## config.mk

```make
export PLATFORM = sky130hd
export DESIGN_NAME = param_dump_sequencer_flat
export DESIGN_NICKNAME = d
export VERILOG_FILES = /design/src/rtl/param_dump_sequencer_if.sv /design/src/rtl/param_dump_sequencer.sv /design/src/flat_wrapper.sv
export SDC_FILE = /design/constraint.sdc
export NUM_CORES = 1
export LEC_CHECK = 0
export ABC_CLOCK_PERIOD_IN_PS = 1910
export CAP_MARGIN = 20
export CORE_MARGIN = 4
export CORE_UTILIZATION = 50
export CTS_BUF_LIST = sky130_fd_sc_hd__clkbuf_2
export DETAILED_ROUTE_END_ITERATION = 16
export PLACE_DENSITY = 0.79
export SLEW_MARGIN = 20
export SYNTH_ARGS = -nofsm -noshare
export SYNTH_HDL_FRONTEND = slang
export SYNTH_SLANG_ARGS = --single-unit
```

## constraint.sdc

```tcl
create_clock -name reg_clk -period 1.91 [get_ports reg_clk]
set_input_delay 0.382 -clock reg_clk [delete_from_list [all_inputs] [get_ports reg_clk]]
set_output_delay 0.382 -clock reg_clk [all_outputs]
set_load 0.02 [all_outputs]
```

## src/rtl/param_dump_sequencer_if.sv

```systemverilog
// Bus bundle for the parameter dump sequencer: dump request, shared
// register bus (read side) and MIDI TX byte handshake.
//   dump_req/dump_bank : dump request and bank index
//   data_in            : register read data
//   dec_sel/param_adr  : bank select and address, read_write direction
//   tx_data/tx_valid/tx_ready : byte stream to the transmitter
//   busy/dump_done/dump_err   : status
interface param_dump_sequencer_if #(
    parameter int NUM_BANKS  = 6,
    parameter int ADDR_WIDTH = 7
);
    logic                  dump_req;
    logic [2:0]            dump_bank;
    logic [7:0]            data_in;
    logic                  tx_ready;
    logic                  busy;
    logic [NUM_BANKS-1:0]  dec_sel;
    logic [ADDR_WIDTH-1:0] param_adr;
    logic                  read_write;
    logic [7:0]            tx_data;
    logic                  tx_valid;
    logic                  dump_done;
    logic                  dump_err;

    modport master (
        output dump_req, dump_bank, data_in, tx_ready,
        input  busy, dec_sel, param_adr, read_write,
        input  tx_data, tx_valid, dump_done, dump_err
    );

    modport slave (
        input  dump_req, dump_bank, data_in, tx_ready,
        output busy, dec_sel, param_adr, read_write,
        output tx_data, tx_valid, dump_done, dump_err
    );
endinterface

```

## src/rtl/param_dump_sequencer.sv

```systemverilog
// Parameter dump sequencer: reads one register bank and streams a framed
// dump (header, 7-bit data bytes, 7-bit checksum) to the MIDI transmitter.
//   reg_clk, reset_reg_N : clock and async active-low reset
//   bus (slave)          : request, register bus and TX handshake signals
module param_dump_sequencer #(
    parameter int NUM_BANKS  = 6,
    parameter int ADDR_WIDTH = 7,
    parameter int BANK_DEPTH = 128,
    parameter int READ_LAT   = 2
) (
    input  logic                   reg_clk,
    input  logic                   reset_reg_N,
    param_dump_sequencer_if.slave  bus
);
    localparam int WW = (READ_LAT > 2) ? $clog2(READ_LAT) : 1;

    typedef enum logic [2:0] {
        S_IDLE,
        S_HDR,
        S_SEL,
        S_WAIT,
        S_CAP,
        S_SEND,
        S_CSUM,
        S_DONE
    } state_t;

    state_t                r_state;
    logic [2:0]            r_bank;
    logic [ADDR_WIDTH-1:0] r_cnt;
    logic [6:0]            r_acc;
    logic [WW-1:0]         r_wait;
    logic                  r_busy;
    logic [NUM_BANKS-1:0]  r_dec_sel;
    logic [ADDR_WIDTH-1:0] r_param_adr;
    logic                  r_read_write;
    logic [7:0]            r_tx_data;
    logic                  r_tx_valid;
    logic                  r_dump_done;
    logic                  r_dump_err;

    logic                  w_bank_ok;
    logic                  w_last;
    logic [7:0]            w_byte;
    logic [NUM_BANKS-1:0]  w_onehot;

    assign w_bank_ok = ({29'd0, bus.dump_bank} < NUM_BANKS);
    assign w_last    = (r_cnt == ADDR_WIDTH'(BANK_DEPTH - 1));
    // MIDI data bytes carry 7 bits; bit 7 of the register is dropped.
    assign w_byte    = {1'b0, bus.data_in[6:0]};
    assign w_onehot  = NUM_BANKS'(1) << r_bank;

    always_ff @(posedge reg_clk or negedge reset_reg_N) begin
        if (!reset_reg_N) begin
            r_state      <= S_IDLE;
            r_bank       <= '0;
            r_cnt        <= '0;
            r_acc        <= '0;
            r_wait       <= '0;
            r_busy       <= 1'b0;
            r_dec_sel    <= '0;
            r_param_adr  <= '0;
            r_read_write <= 1'b0;
            r_tx_data    <= '0;
            r_tx_valid   <= 1'b0;
            r_dump_done  <= 1'b0;
            r_dump_err   <= 1'b0;
        end else begin
            // This block only ever reads the register bus.
            r_read_write <= 1'b0;
            unique case (r_state)
                S_IDLE: begin
                    r_dump_done <= 1'b0;
                    r_dump_err  <= 1'b0;
                    if (bus.dump_req) begin
                        if (w_bank_ok) begin
                            r_bank     <= bus.dump_bank;
                            r_cnt      <= '0;
                            r_acc      <= '0;
                            r_busy     <= 1'b1;
                            r_tx_data  <= {5'd0, bus.dump_bank};
                            r_tx_valid <= 1'b1;
                            r_state    <= S_HDR;
                        end else begin
                            r_dump_err <= 1'b1;
                        end
                    end
                end
                S_HDR: begin
                    if (bus.tx_ready) begin
                        r_tx_valid  <= 1'b0;
                        r_dec_sel   <= w_onehot;
                        r_param_adr <= r_cnt;
                        r_state     <= S_SEL;
                    end
                end
                S_SEL: begin
                    // SEL plus READ_LAT-1 WAIT cycles puts CAP exactly
                    // READ_LAT cycles after the address was presented.
                    if (READ_LAT > 1) begin
                        r_wait  <= WW'(READ_LAT - 2);
                        r_state <= S_WAIT;
                    end else begin
                        r_state <= S_CAP;
                    end
                end
                S_WAIT: begin
                    if (r_wait == '0) begin
                        r_state <= S_CAP;
                    end else begin
                        r_wait <= r_wait - 1'b1;
                    end
                end
                S_CAP: begin
                    r_tx_data  <= w_byte;
                    r_acc      <= r_acc + w_byte[6:0];
                    r_tx_valid <= 1'b1;
                    r_state    <= S_SEND;
                end
                S_SEND: begin
                    if (bus.tx_ready) begin
                        if (w_last) begin
                            r_dec_sel  <= '0;
                            r_tx_data  <= {1'b0, 7'd0 - r_acc};
                            r_tx_valid <= 1'b1;
                            r_state    <= S_CSUM;
                        end else begin
                            r_tx_valid  <= 1'b0;
                            r_cnt       <= r_cnt + 1'b1;
                            r_param_adr <= r_cnt + 1'b1;
                            r_state     <= S_SEL;
                        end
                    end
                end
                S_CSUM: begin
                    if (bus.tx_ready) begin
                        r_tx_valid  <= 1'b0;
                        r_busy      <= 1'b0;
                        r_dump_done <= 1'b1;
                        r_param_adr <= '0;
                        r_state     <= S_DONE;
                    end
                end
                S_DONE: begin
                    r_dump_done <= 1'b0;
                    r_state     <= S_IDLE;
                end
                default: r_state <= S_IDLE;
            endcase
        end
    end

    assign bus.busy       = r_busy;
    assign bus.dec_sel    = r_dec_sel;
    assign bus.param_adr  = r_param_adr;
    assign bus.read_write = r_read_write;
    assign bus.tx_data    = r_tx_data;
    assign bus.tx_valid   = r_tx_valid;
    assign bus.dump_done  = r_dump_done;
    assign bus.dump_err   = r_dump_err;
endmodule

```

## src/flat_wrapper.sv

```systemverilog
// flat-port wrapper written by rule: the top's interface ports become plain ports
module param_dump_sequencer_flat 
#(
    parameter int NUM_BANKS  = 6,
    parameter int ADDR_WIDTH = 7,
    parameter int BANK_DEPTH = 128,
    parameter int READ_LAT   = 2
)
  (reg_clk, reset_reg_N, bus_dump_req, bus_dump_bank, bus_data_in, bus_tx_ready, bus_busy, bus_dec_sel, bus_param_adr, bus_read_write, bus_tx_data, bus_tx_valid, bus_dump_done, bus_dump_err);
  param_dump_sequencer_if #(.NUM_BANKS(NUM_BANKS), .ADDR_WIDTH(ADDR_WIDTH)) bus_i ();
  input  logic reg_clk;
  input  logic reset_reg_N;
  input wire logic [$bits(bus_i.dump_req)-1:0] bus_dump_req;
  input wire logic [$bits(bus_i.dump_bank)-1:0] bus_dump_bank;
  input wire logic [$bits(bus_i.data_in)-1:0] bus_data_in;
  input wire logic [$bits(bus_i.tx_ready)-1:0] bus_tx_ready;
  output wire logic [$bits(bus_i.busy)-1:0] bus_busy;
  output wire logic [$bits(bus_i.dec_sel)-1:0] bus_dec_sel;
  output wire logic [$bits(bus_i.param_adr)-1:0] bus_param_adr;
  output wire logic [$bits(bus_i.read_write)-1:0] bus_read_write;
  output wire logic [$bits(bus_i.tx_data)-1:0] bus_tx_data;
  output wire logic [$bits(bus_i.tx_valid)-1:0] bus_tx_valid;
  output wire logic [$bits(bus_i.dump_done)-1:0] bus_dump_done;
  output wire logic [$bits(bus_i.dump_err)-1:0] bus_dump_err;
  assign bus_i.dump_req = bus_dump_req;
  assign bus_i.dump_bank = bus_dump_bank;
  assign bus_i.data_in = bus_data_in;
  assign bus_i.tx_ready = bus_tx_ready;
  assign bus_busy = bus_i.busy;
  assign bus_dec_sel = bus_i.dec_sel;
  assign bus_param_adr = bus_i.param_adr;
  assign bus_read_write = bus_i.read_write;
  assign bus_tx_data = bus_i.tx_data;
  assign bus_tx_valid = bus_i.tx_valid;
  assign bus_dump_done = bus_i.dump_done;
  assign bus_dump_err = bus_i.dump_err;
  param_dump_sequencer #(.NUM_BANKS(NUM_BANKS), .ADDR_WIDTH(ADDR_WIDTH), .BANK_DEPTH(BANK_DEPTH), .READ_LAT(READ_LAT)) u_core (.reg_clk(reg_clk), .reset_reg_N(reset_reg_N), .bus(bus_i));
endmodule
```

==> summary.md <==
| Metric | Value |
|---|---|
| Via density | `5.40` |
| EDFF count, synth | `0` |
| Number of global-route vias before repair | `2110` |
| Clk_lat worst skew | `0.40 ns` |
| Via count | `2219` |
| Setup slack at placement | `-0.663 ns` |
| Total CTS buffers | `5` |
| Seq cells post-synth | `44` |
| Grt ovf | `0` |
| Pre-antenna DRT Iters | `4` |
| Initial antenna violation count | `0` |
| Synth area leaders | `dfrtp_1, nand2_1, o21ai_0` |
| Critical Path AT | `2.31 ns` |
| Fmax | `504 MHz` |
| CTS clock-pin slew for the worst setup and hold paths | `0.22 ns` |
| Final WS setup | `-0.0741 ns` |
| Final wirelength | `5680 um` |
| Post-synth top area share | `0.441` |
| Top_reg_cell synth | `dfrtp_1` |
| P&R area growth vs syn | `29.7%` |
| Netlist cell types | `51` |
| Failing checks | `negative setup slack` |
| DP HPWL | `4250 um` |
| CP max FO | `2` |
| Mapped Avg Cell Area | `9.01 um2` |
| Port bufs | `37` |
| Tcrit/Tclk final | `1.04` |
| # hold bufs at CTS | `0` |
| Fillcell total | `398` |
| CTS Buffer Depth | `2` |
| Root buf cell | `clkbuf_2` |
| Max H-tree Level | `2` |
| DRT iter0 DRCs | `138` |
| Global Route Usage Sum | `0.195` |
| VDD IR-drop max | `685 uV` |
| Fin. max-slew vios | `0` |
| CTS tree | `built` |
| Nature of the critical path endpoint | `flip-flop` |
| Clock Skew | `0.0109 ns` |
| Largest net degree at the start of global routing | `45` |
| Clock sink total | `44` |
| Rel. slew slack | `0.632` |
| Outcome | `complete, but fails checks` |
| Layout net count | `367` |
| N_diodes | `0` |
| Type of origin of the critical path | `flip-flop` |
| Ports | `41` |
| Post-synthesis cell area | `2490 um2` |
| PD cells | `1430 nW/um2` |
| Fin. Hold Viols | `0` |
| Initial Util | `0.521` |
| Yosys warning count | `0` |
| Async SR Flop Fraction | `1.00` |
| Final Wtd Congestion | `0.869` |
| Syn Inst Count | `277` |
| Hold Crit Class | `in -> async` |
| Post-route minimum period | `1.98 ns` |
| Seq/Total Area, Yosys | `0.441` |
| Die width | `78.6 um` |
| Core Area | `4790 um2` |
| DP Area | `3110 um2` |
| Layout cells sized above 1 | `0.186` |
| Worst EP required | `2.23 ns` |
| DR WL/cell | `13.8 um` |
| P_leak | `1.45 nW` |
| Setup CP Type | `reg -> reg` |
| First-pass GRT wire length | `9630 um` |
| Final ANT Viol Nets | `0` |
| Cell taking the most area after synthesis | `dfrtp_1` |
| Die area | `6180 um2` |
| Final instance area | `3240 um2` |
| Rows | `25` |
| Setup tns final | `-0.0741 ns` |
| Total chip power | `4.64 mW` |
| MaxCap Viol Count | `0` |
| Worst slack on hold paths | `0.0216 ns` |
| Final setup viols | `1` |
| Most common library cells after synthesis | `dfrtp_1, nand2_1, o21ai_0, nor2_1, inv_1` |
| Least-Margin Pin Slew | `0.553 ns` |
| RSZ-0062 raised after global routing | `true` |
| Drc violations | `0` |
| Die Span Y | `78.6 um` |
[worst max-delay path, cell delays in order, from the launching register on]
cell	delay, ns
dfrtp_1	0.41
ha_2	0.19
inv_2	0.04
fa_2	0.34
o21ai_2	0.14
a211o_1	0.20
mux2_4	0.32
a311o_1	0.27
[layout make-up]
class,count,area [um2],area share
Clock buffer,6,30.0,0.00928
Clock inverter,2,35.0,0.0108
Multi-Input combinational cell,206,1300,0.403
Tap cell,67,83.8,0.0259
Inverter,13,48.8,0.0151
Sequential cell,44,1100,0.340
Timing Repair Buffer,73,634,0.196
[layout by cell type, fill, tap and decap left out, types with 2 or more instances in the layout]
| master | n |
|---|---|
| a21oi_2 | 2 |
| nor2_1 | 15 |
| nand3_1 | 7 |
| o21ai_0 | 27 |
| ha_1 | 5 |
| xor2_1 | 5 |
| mux2_2 | 3 |
| nand2b_1 | 2 |
| o31ai_1 | 7 |
| clkbuf_2 | 6 |
| nand3b_1 | 2 |
| and3_1 | 3 |
| clkdlybuf4s50_1 | 35 |
| nor2b_1 | 4 |
| xnor2_1 | 5 |
| and2_1 | 5 |
| ha_2 | 2 |
| nor3_1 | 2 |
| mux2i_1 | 3 |
| nor3b_1 | 3 |
| buf_4 | 36 |
| a22oi_1 | 4 |
| o21ai_1 | 6 |
| a31oi_1 | 3 |
| or4_1 | 2 |
| a21o_1 | 2 |
| o21a_1 | 2 |
| a311oi_1 | 2 |
| o22ai_1 | 4 |
| dfrtp_1 | 44 |
| a21oi_1 | 11 |
| nand2_1 | 44 |
| o41ai_1 | 2 |
| inv_1 | 12 |
| conb_1 | 2 |
[path summary, 6_finish.rpt]
path	end	slack, ns	depth (start not counted)	from
setup / recovery	u_core.r_acc[6]	-0.07	7	u_core.r_acc[0]
hold / removal	u_core.r_cnt[6]	0.02	2	reset_reg_N
hold reg to reg	u_core.bus.param_adr[1]	0.51	2	u_core.bus.param_adr[1]
max in group asynchronous	u_core.bus.dump_err	1.52	2	reset_reg_N
min in group reg_clk	u_core.bus.param_adr[1]	0.51	2	u_core.bus.param_adr[1]
setup reg to reg	u_core.r_acc[6]	-0.07	7	u_core.r_acc[0]
[per-stage QoR]
stage          utilization  cells
6_report             0.676    411
5_1_grt              0.676    411
4_1_cts              0.671    410
3_5_place_dp         0.649    397
3_3_place_gp         0.649    397
2_1_floorplan            -    278
[power breakdown]
part           total, mW  switching (mW)  internal (mW)
sequential          1.49           0.253           1.23
clock              0.522           0.297          0.225
combinational       2.64            1.37           1.27
[kinds of logic after synthesis]
logic type                 Yosys count  synth area share
buffers and inverters               28            0.0547
DFF                                 44             0.441
adders and majority gates            9            0.0481
other                                1           0.00150
xor gates and xnor gates            10            0.0351
and+or+nand+nor                     95             0.179
AOI/OAI and AO/OA                   83             0.210
muxes                                7            0.0301
[timing repair]
action / 4_1_cts / 5_1_grt
pin swaps: 4 / 2
resized for setup: 2 / 4
setup buffers: 5 / 2
hold endpoints to repair: 0 / 0
endpoints found under the setup margin: 1 / 11
[layer usage]
metal	GRT usage	up-vias	share of wire
li1	-	1114	-
met1	0.257	1043	0.46
met2	0.317	52	0.48
met3	0.0378	10	0.045
met4	0.0734	0	0.022
met5	0	-	0
[state kept, by name, indices dropped and copies added, names as in the netlist]
name                  flops
u_core.bus.dump_done      1
u_core.r_bank             3
u_core.bus.dec_sel        6
u_core.r_state            3
u_core.r_cnt              7
u_core.bus.tx_data        7
u_core.bus.dump_err       1
u_core.bus.tx_valid       1
u_core.bus.busy           1
u_core.r_acc              7
u_core.bus.param_adr      7
Power figures use the tool's default switching activity.
